## src/rtl/apb_reg_slave.sv

```systemverilog
// APB register slave: ID, CTRL, sticky W1C STATUS with irq, cycle COUNT and a scratch bank.
// Define APB_REG_SLAVE_SLVERR_EN to answer unmapped accesses and ID writes with s_pslverr.
module apb_reg_slave #(
  parameter logic [31:0] BASE_ADDR   = 32'h0000_0000,
  parameter logic [31:0] ID_VALUE    = 32'hC0DE_0001,
  parameter int          NUM_SCRATCH = 4,
  parameter int          WAIT_CYCLES = 0
) (
  input  logic        clk,
  input  logic        rst_n,
  input  logic [31:0] s_paddr,
  input  logic        s_pwrite,
  input  logic [31:0] s_pwdata,
  input  logic        s_psel,
  input  logic        s_penable,
  output logic        s_pready,
  output logic [31:0] s_prdata,
  output logic        s_pslverr,
  output logic [31:0] ctrl_out,
  input  logic [31:0] status_in,
  output logic        irq
);
  typedef enum logic [1:0] {IDLE, ACCESS, RESP} state_t;

  state_t      state_reg;
  logic [3:0]  wait_reg;
  logic [29:0] addr_reg;
  logic        write_reg;
  logic [31:0] wdata_reg;
  logic [31:0] ctrl_reg;
  logic [31:0] status_reg;
  logic [31:0] count_reg;
  logic [31:0] scratch_reg [NUM_SCRATCH];

  logic                   in_range;
  logic [29:0]            word;
  logic                   fire;
  logic                   wr_fire;
  logic                   sel_id;
  logic                   sel_ctrl;
  logic                   sel_status;
  logic                   sel_count;
  logic [NUM_SCRATCH-1:0] sel_scratch;
  logic [31:0]            rdata_next;
  logic                   err_next;
  logic                   unused_addr_lsb;

  // Byte lane bits of the address carry no information for word registers.
  assign unused_addr_lsb = &{1'b0, s_paddr[1:0]};

  assign in_range   = (addr_reg >= BASE_ADDR[31:2]);
  assign word       = addr_reg - BASE_ADDR[31:2];
  assign sel_id     = in_range && (word == 30'd0);
  assign sel_ctrl   = in_range && (word == 30'd1);
  assign sel_status = in_range && (word == 30'd2);
  assign sel_count  = in_range && (word == 30'd3);

  genvar gi;
  generate
    for (gi = 0; gi < NUM_SCRATCH; gi++) begin : g_scratch_sel
      assign sel_scratch[gi] = in_range && (word == 30'(gi + 4));
    end
  endgenerate

  assign fire    = (state_reg == ACCESS) && s_psel && s_penable && (wait_reg == 4'd0);
  assign wr_fire = fire && write_reg;

  always_comb begin
    rdata_next = '0;
    if (sel_id)     rdata_next = ID_VALUE;
    if (sel_ctrl)   rdata_next = ctrl_reg;
    if (sel_status) rdata_next = status_reg;
    if (sel_count)  rdata_next = count_reg;
    for (int i = 0; i < NUM_SCRATCH; i++) begin
      if (sel_scratch[i]) rdata_next = scratch_reg[i];
    end
  end

`ifdef APB_REG_SLAVE_SLVERR_EN
  assign err_next = !(sel_id || sel_ctrl || sel_status || sel_count || (|sel_scratch))
                    || (sel_id && write_reg);
`else
  assign err_next = 1'b0;
`endif

  always_ff @(posedge clk or negedge rst_n) begin
    if (!rst_n) begin
      state_reg <= IDLE;
      wait_reg  <= '0;
      addr_reg  <= '0;
      write_reg <= 1'b0;
      wdata_reg <= '0;
      s_pready  <= 1'b0;
      s_prdata  <= '0;
      s_pslverr <= 1'b0;
    end else begin
      case (state_reg)
        IDLE: begin
          if (s_psel && !s_penable) begin
            addr_reg  <= s_paddr[31:2];
            write_reg <= s_pwrite;
            wdata_reg <= s_pwdata;
            wait_reg  <= 4'(WAIT_CYCLES);
            state_reg <= ACCESS;
          end
        end
        ACCESS: begin
          if (!s_psel) begin
            state_reg <= IDLE;
          end else if (s_penable) begin
            if (wait_reg == 4'd0) begin
              s_pready  <= 1'b1;
              s_prdata  <= write_reg ? 32'd0 : rdata_next;
              s_pslverr <= err_next;
              state_reg <= RESP;
            end else begin
              wait_reg <= wait_reg - 4'd1;
            end
          end
        end
        RESP: begin
          s_pready  <= 1'b0;
          s_prdata  <= '0;
          s_pslverr <= 1'b0;
          state_reg <= IDLE;
        end
        default: state_reg <= IDLE;
      endcase
    end
  end

  // Status set has priority over a same-cycle write-one-to-clear.
  always_ff @(posedge clk or negedge rst_n) begin
    if (!rst_n) begin
      ctrl_reg   <= '0;
      status_reg <= '0;
      count_reg  <= '0;
      irq        <= 1'b0;
      for (int i = 0; i < NUM_SCRATCH; i++) scratch_reg[i] <= '0;
    end else begin
      if (wr_fire && sel_ctrl) ctrl_reg <= wdata_reg;
      status_reg <= (status_reg & ~((wr_fire && sel_status) ? wdata_reg : 32'd0)) | status_in;
      count_reg  <= (wr_fire && sel_count) ? 32'd0 : count_reg + 32'd1;
      irq        <= |status_reg;
      for (int i = 0; i < NUM_SCRATCH; i++) begin
        if (wr_fire && sel_scratch[i]) scratch_reg[i] <= wdata_reg;
      end
    end
  end

  assign ctrl_out = ctrl_reg;

endmodule

```

## config.mk

```make
export PLATFORM = sky130hd
export DESIGN_NAME = apb_reg_slave
export DESIGN_NICKNAME = d
export VERILOG_FILES = /design/src/rtl/apb_reg_slave.sv
export SDC_FILE = /design/constraint.sdc
export NUM_CORES = 1
export LEC_CHECK = 0
export CORE_ASPECT_RATIO = 2
export CORE_UTILIZATION = 51
export DETAILED_ROUTE_END_ITERATION = 16
export GPL_TIMING_DRIVEN = 0
export HOLD_SLACK_MARGIN = 0.12
export PLACE_DENSITY = 0.75
export SETUP_SLACK_MARGIN = 0.4
export SYNTH_ARGS = -nofsm -noshare
export SYNTH_HDL_FRONTEND = slang
export SYNTH_SLANG_ARGS = --single-unit
export TNS_END_PERCENT = 10
```

## constraint.sdc

```tcl
create_clock -name clk -period 2.6 [get_ports clk]
set_input_delay 0.65 -clock clk [delete_from_list [all_inputs] [get_ports clk]]
set_output_delay 0.65 -clock clk [all_outputs]
set_load 0.02 [all_outputs]
```

==> flow_summary.json, run 1 <==
{
  "antenna_found_initial": 0,
  "die_w_um": 122,
  "drive_gt1_share_pct": 29.3,
  "syn_area_um2": 14700,
  "postPlaceCellArea_um2": 16900,
  "synth_nets": 1294,
  "startpoint": "wait_reg[0]",
  "numCtsBuffers": 29,
  "cts_tree": "done",
  "final_area_um2": 18900,
  "syn_inst": 1190,
  "skew_ns": 0.0178,
  "fin_setup_tns_ns": -36.20,
  "drt-pass1-iter-count": 8,
  "slowest_stage": "dfrtp_1",
  "htreeDepth": 1,
  "max-slew-margin-rel_pct": 45.0,
  "grt_pass1_vias": 11869,
  "clk_pin_slew_ns": 0.07,
  "async_flop_share_pct": 100,
  "post-route-min-period_ns": 2.93,
  "gp_congestion": 0.931,
  "yosys.area.top_type": "dfrtp_1",
  "synth.distinct_cells": 48,
  "cts_sinks": 327,
  "grt_pass1_wl_um": 69900,
  "synth-edff-count": 0,
  "crit_chain": "inv_2, ha_4, or3b_4, or3_4, or3_4, buf_6, nor4_4, buf_4, buf_4, buf_4, mux2_4",
  "wl_um": 46700,
  "ys_warn_count": 0,
  "ys.flop_type": "dfrtp_1",
  "status": "complete, but fails checks",
  "crit_arrival_ns": 3.40,
  "r2r_start": "wait_reg[0]",
  "avgSynthCellArea_um2": 12.4,
  "synth_seq_cells": 327,
  "whs_ns": 0.493,
  "n_antenna_cell": 0,
  "routed_via_density": 6.29,
  "grt_max_degree": 126,
  "timing.final.ws_setup_ns": -0.334,
  "peakVddDrop_uv": 841,
  "die_area_um2": 29600,
  "p_total_mw": 12.9,
  "rsz0062_at_grt": "yes",
  "netlist_top_cells_area": "dfrtp_1, mux2_2, a21o_1",
  "grt_overflow": 0,
  "startpoint_type": "register",
  "port-buffer-count": 164,
  "r2r_end": "ctrl_out[0]",
  "cts-root-buf": "clkbuf_16",
  "hp-class": "reg -> reg",
  "setup_viol": 217,
  "dieHeight_um": 242,
  "hold_viol_final": 0,
  "rrSetupSlack_ns": -0.33,
  "drt.antenna.violating_nets": 0,
  "drt_iter0_drc": 1016,
  "fin_crit_sh_pct": 113,
  "dp_hpwl_um": 30900,
  "start_util_pct": 52.0,
  "tightest_slew_ns": 0.824,
  "clockBufferDepth": 3,
  "maxCapViolations": 0,
  "path_common_cell": "buf_4",
  "gr-usage-all-layers_pct": 31.8,
  "largest_register_ffs": 128,
  "slew_violations": 0,
  "core.rowCount": 87,
  "layout.nets": 1524,
  "p_leak_nw": 8.70,
  "failed_checks": "negative setup slack",
  "critPathMaxFanout": 6,
  "wire_per_inst_um": 26.0,
  "rr_worst_depth": 11,
  "yosysSeqAreaShare_pct": 55.6,
  "end_kind": "register",
  "ios": 168,
  "core-area_um2": 28300,
  "area_growth_syn_to_layout_pct": 28.2,
  "yosys-top-cells-count": "dfrtp_1, mux2_2, nand2_1, a21o_1, clkbuf_1",
  "drc": 0,
  "cpPeakStageDelay_ns": 0.40,
  "vias": 11307,
  "endpoint": "ctrl_out[0]",
  "max_freq_mhz": 341,
  "power.density_nw_per_um2": 685,
  "synth_top_area_share_pct": 55.6,
  "required_ns": 3.06,
  "final_cells": 1798,
  "worstSkewPairLatency_ns": 0.58,
  "synth_most_common_cell": "dfrtp_1",
  "dp.cells": 1712,
  "fill_cells": 2129,
  "critical_path_class": "reg -> reg"
}
-- power breakdown --
group          switching, mW  total (mW)  internal, mW
clock                   1.96        4.58          2.61
sequential             0.457        5.85          5.39
combinational           1.52        2.50         0.978
-- final cells by class --
cell class / instances / area, um2 / area share, %
Sequential cell: 327 / 8180 / 43.4
Multi-Input combinational cell: 764 / 6420 / 34.0
Timing Repair Buffer: 199 / 2080 / 11.0
Clock buffer: 38 / 820 / 4.34
Buffer: 81 / 667 / 3.53
Tap cell: 356 / 445 / 2.36
Clock inverter: 15 / 181 / 0.962
Inverter: 18 / 67.6 / 0.358
-- cell families (layout without fill, tap and decap cells) --
family / Yosys count / count (layout) / synth area share, %
and+or+nand+nor: 252 / 252 / 8.54
AOI/OAI and AO/OA: 240 / 240 / 12.5
adders and majority gates: 3 / 3 / 0.255
other: 1 / 1 / 0.0255
muxes: 237 / 237 / 18.1
xor gates and xnor gates: 31 / 31 / 1.85
buffers and inverters: 99 / 351 / 3.13
DFF: 327 / 327 / 55.6
-- worst max-delay path, delay by kind of cell (launching register included) --
family	cells	cell delay, ns
adders and majority gates	1	0.13
and+or+nand+nor	4	1.33
buffers and inverters	5	0.69
muxes	1	0.29
DFF	1	0.40
-- layer usage --
layer	GRT usage (%)	part of all wire, %	vias to the layer above
met3	3.86	6.0	174
met1	35.4	34	5750
met5	0	0	-
li1	-	-	4835
met4	22.5	8.0	0
met2	55.2	52	548
-- repair_timing --
action / in CTS / in global routing
resized for setup: 233 / 25
cloned: 4 / 4
hold endpoints to repair: 64 / 0
setup buffers: 21 / 3
pin swaps: 45 / 6
hold buffers: 1 / 0
endpoints found under the setup margin: 367 / 304
-- cells in the final DEF, fill, tap and decap left out, types with 16 or more instances in the layout --
master	netlist	routed
buf_6	6	19
mux2_2	229	179
nand2_1	92	66
clkdlybuf4s50_1	0	100
inv_1	18	16
a21o_1	51	51
a22oi_1	23	23
a21oi_1	24	24
xnor2_1	21	21
o21ai_0	26	26
a222oi_1	19	19
a22o_1	42	42
nor4_1	36	35
clkbuf_1	49	32
buf_4	10	19
nor2_1	48	41
clkbuf_16	0	39
dfrtp_1	327	327
a2bb2oi_1	19	19
dlygate4sd2_1	0	52
mux2_4	0	50
nand2_2	0	26
-- metrics by stage --
| stage | utilization (%) | worst slack, ns |
|---|---|---|
| 6_report | 66.7 | -0.334 |
| 5_1_grt | 66.7 | -0.371 |
| 4_1_cts | 66.0 | -0.206 |
| 3_5_place_dp | 59.6 | -0.944 |
| 3_3_place_gp | 59.4 | -12.91 |
| 2_1_floorplan | - | -0.197 |
-- how the worst min path moves through the flow --
stage                     from  slack, ns  depth (start not counted)              end
3_3_place_gp   scratch_reg[78]       0.47                          1  scratch_reg[78]
4_1_cts        scratch_reg[76]       0.49                          1  scratch_reg[76]
6_report       scratch_reg[76]       0.49                          1  scratch_reg[76]
3_5_place_dp   scratch_reg[76]       0.48                          1  scratch_reg[76]
5_1_grt        scratch_reg[76]       0.51                          1  scratch_reg[76]
2_1_floorplan            rst_n       0.35                          0      addr_reg[0]
Power figures use the tool's default switching activity.
==> run 2: changes to the inputs <==
--- a/config.mk
+++ b/config.mk
@@ -6,12 +6,14 @@
 export NUM_CORES = 1
 export LEC_CHECK = 0
 export CORE_ASPECT_RATIO = 2
-export CORE_UTILIZATION = 51
+export CORE_UTILIZATION = 55
 export DETAILED_ROUTE_END_ITERATION = 16
+export GPL_ROUTABILITY_DRIVEN = 0
 export GPL_TIMING_DRIVEN = 0
 export HOLD_SLACK_MARGIN = 0.12
-export PLACE_DENSITY = 0.75
+export PLACE_DENSITY = 0.77
 export SETUP_SLACK_MARGIN = 0.4
+export SLEW_MARGIN = 10
 export SYNTH_ARGS = -nofsm -noshare
 export SYNTH_HDL_FRONTEND = slang
 export SYNTH_SLANG_ARGS = --single-unit
==> constraint.sdc (replaced) <==
create_clock -name clk -period 3.2 [get_ports clk]
set_input_delay 0.8 -clock clk [delete_from_list [all_inputs] [get_ports clk]]
set_output_delay 0.8 -clock clk [all_outputs]
set_load 0.02 [all_outputs]
==> run 2 against run 1 <==
  * The run now ends clean
  * Highest routed layer is now met5
  * Worst hold slack got worse by 0.21 ns
  * Fmax fell by 0.85%
  * Power fell by 19%
  * Via count fell by 2.0%
  * Sequential power fell by 19%
  * Setup slack improved by 0.57 ns
  * First-iteration DRC count fell by 7.0%
==> flow_summary.json, run 2 (same netlist as run 1, synthesis figures left out) <==
{
  "cts_hold_buf": 0,
  "critPathMaxFanout": 7,
  "hp-class": "in -> async",
  "grt_pass1_wl_um": 66400,
  "tightest_slew_ns": 1.01,
  "pwr-share-seq_pct": 44.9,
  "required_ns": 3.65,
  "clk_pin_slew_ns": 0.06,
  "rsz0062_at_grt": "yes",
  "final_cells": 1770,
  "drt-met1-wl_um": 14700,
  "peakVddDrop_uv": 403,
  "rr_worst_depth": 11,
  "core.rowCount": 84,
  "wl_met2_um": 22300,
  "drc": 0,
  "drt.antenna.violating_nets": 0,
  "start_util_pct": 56.0,
  "r2r_start": "wait_reg[0]",
  "die_area_um2": 27400,
  "final_common_cell": "dfrtp_1",
  "utilization_pct": 69.3,
  "port-buffer-count": 164,
  "fin_crit_sh_pct": 92.5,
  "p_leak_nw": 7.96,
  "dpl_worst_slack_ns": -0.458,
  "layout.nets": 1507,
  "hold_viol_final": 0,
  "clkPwrFrac_pct": 36.7,
  "htreeDepth": 1,
  "ios": 168,
  "core-area_um2": 26300,
  "wire_per_inst_um": 24.4,
  "largest_register_ffs": 128,
  "combPwrFrac_pct": 18.4,
  "p_total_mw": 10.5,
  "grt_max_degree": 117,
  "cts_sinks": 327,
  "cts-root-buf": "clkbuf_16",
  "slew_violations": 0,
  "gr-usage-all-layers_pct": 32.2,
  "switching_share_pct": 29.4,
  "max_freq_mhz": 338,
  "end_kind": "register",
  "grt_pass1_vias": 11642,
  "vias": 11079,
  "critical_path_class": "reg -> reg",
  "post-route-min-period_ns": 2.96,
  "timing.final.ws_setup_ns": 0.241,
  "grt_overflow": 0,
  "routed_via_density": 6.26,
  "max-slew-margin-rel_pct": 32.9,
  "drt_iter0_drc": 945,
  "final_cell_mix": "dfrtp_1, mux2_2, clkdlybuf4s50_1, nand2_1, a21o_1",
  "crit_arrival_ns": 3.41,
  "internal_power_mw": 7.44,
  "area_growth_syn_to_layout_pct": 23.8,
  "dp.cells": 1700,
  "antenna_found_initial": 1,
  "clockBufferDepth": 3,
  "r2r_end": "ctrl_out[11]",
  "drive_gt1_share_pct": 25.0,
  "wl_um": 43200,
  "dieHeight_um": 233,
  "top_layer": "met5",
  "switching_power_mw": 3.09,
  "status": "finished, final reports clean",
  "die_w_um": 118,
  "drt-pass1-iter-count": 5,
  "numCtsBuffers": 30,
  "power.density_nw_per_um2": 578,
  "maxCapViolations": 0,
  "dp_hpwl_um": 30100,
  "worstSkewPairLatency_ns": 0.57,
  "startpoint_type": "register",
  "setup_viol": 0,
  "n_antenna_cell": 0,
  "rrSetupSlack_ns": 0.24,
  "cts_tree": "done",
  "dr_wl_met3_um": 2540,
  "skew_ns": 0.00898
}
-- run 2: what timing repair did --
| item | in CTS | in global routing |
|---|---|---|
| gates resized for setup | 34 | 11 |
| setup endpoints to repair | 254 | 269 |
| setup buffers | 11 | 3 |
| gates cloned | 1 | 0 |
| pin swaps | 4 | 0 |
-- run 2: worst max path at each step --
stage                      startpoint         endpoint  slack (ns)  cells past startpoint
after floorplan           wait_reg[0]  scratch_reg[79]        0.40                      9
after global placement          rst_n     addr_reg[27]      -12.43                      1
after detailed placement    s_penable    status_reg[1]       -0.46                      7
after CTS                   s_penable    wdata_reg[29]        0.31                      6
after global routing      wait_reg[1]     ctrl_out[11]        0.21                     11
final                     wait_reg[0]     ctrl_out[11]        0.24                     11
-- run 2: critical path, cell delays in order (launching register included) --
cell and delay [ns]:
dfrtp_1 0.40, inv_2 0.10, ha_4 0.13, or3b_4 0.38, or3_4 0.37, or3_4 0.36
buf_8 0.16, nor4_4 0.19, buf_6 0.19, buf_12 0.11, buf_12 0.13, mux2_2 0.33
-- run 2: power by group through the flow --
stage	combinational (mW)	sequential [mW]	clock (mW)
after floorplan	1.09	4.66	0
after global placement	1.77	4.79	0
after detailed placement	1.81	4.79	0
after CTS	1.89	4.72	3.90
after global routing	2.05	4.76	4.06
final	1.94	4.73	3.87
-- run 2: metrics by stage --
stage | cell area (um2) | hold WS (ns) | TNS, ns
4_1_cts | 18200 | 0.305 | 0
5_1_grt | 18200 | 0.334 | 0
3_3_place_gp | 16800 | 0.467 | -4120.47
3_5_place_dp | 16900 | 0.477 | -72.79
6_report | 18200 | 0.284 | 0
2_1_floorplan | 14700 | 0.457 | 0
-- run 2: metal layers --
metal / global-route usage, % / vias up
met2: 56.1 / 513
met1: 34.8 / 5586
met5: 0 / -
met3: 4.39 / 179
li1: - / 4799
met4: 26.2 / 2
-- run 2: final cells by class --
type | count | area (um2)
buffer | 81 | 454
clock buffer | 43 | 911
clock inverter | 12 | 164
fill | 1991 | 8060
inverter | 18 | 67.6
multi-input combinational | 764 | 6140
sequential | 327 | 8180
tap | 344 | 430
timing repair buffer | 181 | 1870
==> run 3: changes to the inputs <==
--- a/config.mk
+++ b/config.mk
@@ -8,7 +8,6 @@
 export CORE_ASPECT_RATIO = 2
 export CORE_UTILIZATION = 55
 export DETAILED_ROUTE_END_ITERATION = 16
-export GPL_ROUTABILITY_DRIVEN = 0
 export GPL_TIMING_DRIVEN = 0
 export HOLD_SLACK_MARGIN = 0.12
 export PLACE_DENSITY = 0.77
==> constraint.sdc (replaced) <==
create_clock -name clk -period 3.63 [get_ports clk]
set_input_delay 0.9075 -clock clk [delete_from_list [all_inputs] [get_ports clk]]
set_output_delay 0.9075 -clock clk [all_outputs]
set_load 0.02 [all_outputs]
==> run 3 against run 2 <==
  * Setup slack better by 0.15 ns
  * Global-route usage rose by 0.73 points
  * Routed wire length rose by 1.4%
  * Flip-flop and latch count unchanged
  * Clock skew is 0.0045 ns higher
  * Via count down 0.83%
  * Sequential share of layout area increased by 0.87 points
  * First-iteration DRC count down 17%
  * Largest power group unchanged
==> flow_summary.json, run 3 (same netlist as run 1, synthesis figures left out) <==
{
  "crit_chain": "inv_1, ha_1, or3b_1, or3_4, or3_1, buf_2, nor4_4, buf_6, mux2_1",
  "crit_buf_inv": 3,
  "final_cell_mix": "dfrtp_1, mux2_2, clkdlybuf4s50_1, nand2_1",
  "fin_crit_sh_pct": 89.2,
  "hp-class": "in -> async",
  "grt_overflow": 0,
  "ios": 168,
  "gr-usage-all-layers_pct": 32.9,
  "crit_arrival_ns": 3.68,
  "clk_pin_slew_ns": 0.07,
  "slowest_stage": "nor4_4",
  "worstSkewPairLatency_ns": 0.57,
  "wl_um": 43800,
  "drive_gt1_share_pct": 22.8,
  "max_freq_mhz": 309,
  "cpPeakStageDelay_ns": 0.50,
  "setup_viol": 0,
  "clockBufferDepth": 3,
  "max-slew-margin-rel_pct": 29.5,
  "grt_pass1_vias": 11864,
  "cts_sinks": 327,
  "final_common_cell": "dfrtp_1",
  "cts_tree": "done",
  "port-buffer-count": 164,
  "largest_register_ffs": 128,
  "slew_violations": 0,
  "power.density_nw_per_um2": 505,
  "end_kind": "register",
  "start_util_pct": 56.0,
  "grtUsageMet3_pct": 4.74,
  "startpoint_type": "register",
  "layout.nets": 1492,
  "core.rowCount": 84,
  "busiest_layer": "met2",
  "n_antenna_cell": 0,
  "critical_path_class": "reg -> reg",
  "grtUsageMet2_pct": 58.8,
  "critPathMaxFanout": 10,
  "drt_iter0_drc": 782,
  "gp_congestion": 0.939,
  "fill_cells": 2014,
  "post-route-min-period_ns": 3.24,
  "rsz0062_at_grt": "yes",
  "antenna_found_initial": 0,
  "tightest_slew_ns": 1.06,
  "vias": 10987,
  "dp_hpwl_um": 31600,
  "routed_via_density": 6.27,
  "drc": 0,
  "maxCapViolations": 0,
  "use_met1_pct": 35.1,
  "final_area_um2": 17900,
  "htreeDepth": 1,
  "grt_max_degree": 104,
  "skew_ns": 0.0135,
  "core-area_um2": 26300,
  "die_w_um": 118,
  "final_cells": 1752,
  "path_delay_family": "simple AND/OR/NAND/NOR gates",
  "required_ns": 4.07,
  "status": "finished, final reports clean",
  "numCtsBuffers": 29,
  "whs_ns": 0.251,
  "drt-pass1-iter-count": 8,
  "die_area_um2": 27400,
  "dp.cells": 1701,
  "drt.antenna.violating_nets": 0,
  "dieHeight_um": 233,
  "cts-root-buf": "clkbuf_16",
  "multi_input_area_um2": 6080,
  "p_leak_nw": 7.80,
  "area_growth_syn_to_layout_pct": 21.5,
  "hold_viol_final": 0,
  "peakVddDrop_uv": 417,
  "postPlaceCellArea_um2": 16900,
  "wire_per_inst_um": 25.0,
  "grt_pass1_wl_um": 67500,
  "p_total_mw": 9.03,
  "seq_area_um2": 8180
}
==> run 3: worst register-to-register path: cells and delay by family, from the launching register on <==
| kind | cells | cell delay, ns |
|---|---|---|
| buffers and inverters | 3 | 0.55 |
| adders and majority gates | 1 | 0.16 |
| and+or+nand+nor | 4 | 1.65 |
| muxes | 1 | 0.35 |
| DFF | 1 | 0.40 |
==> run 3: worst paths after layout <==
kind	start	to	slack (ns)	cells past startpoint
min in group clk	scratch_reg[77]	scratch_reg[77]	0.49	1
worst min-delay path	rst_n	addr_reg[26]	0.25	1
worst max register to register	wait_reg[0]	scratch_reg[76]	0.39	9
worst max-delay path	wait_reg[0]	scratch_reg[76]	0.39	9
max in group asynchronous	rst_n	status_reg[15]	2.12	3
worst min register to register	scratch_reg[77]	scratch_reg[77]	0.49	1
==> run 3: per-stage QoR <==
stage	worst slack, ns	utilization (%)	setup TNS (ns)
after floorplan	0.760	-	0
after global placement	-12.17	63.9	-3971.78
after detailed placement	-0.194	64.2	-10.75
after CTS	0.313	68.0	0
after global routing	0.266	68.0	0
final	0.391	68.0	0
==> run 3: what timing repair did <==
action / CTS / global route
buffers inserted: 0 / 0
resized for setup: 1 / 8
setup endpoints to repair: 29 / 216
hold buffers: 0 / 0
==> run 3: layer usage <==
metal / wire (um) / vias up
met3: 2460 / 188
met4: 3410 / 0
met5: 0 / -
li1: - / 4783
met1: 15100 / 5510
met2: 22800 / 506
==> run 3: area by class of cell <==
| type | instances | area share [%] |
|---|---|---|
| tap | 344 | 2.41 |
| inverter | 18 | 0.378 |
| clock inverter | 7 | 0.630 |
| clock buffer | 44 | 4.88 |
| sequential | 327 | 45.8 |
| multi-input combinational | 764 | 34.0 |
| buffer | 81 | 2.22 |
| timing repair buffer | 167 | 9.68 |
==> run 3: power breakdown <==
part,total [mW],switching (mW),internal (mW)
Sequential,4.16,0.299,3.87
Clock,3.21,1.35,1.86
Combinational,1.65,1.02,0.633
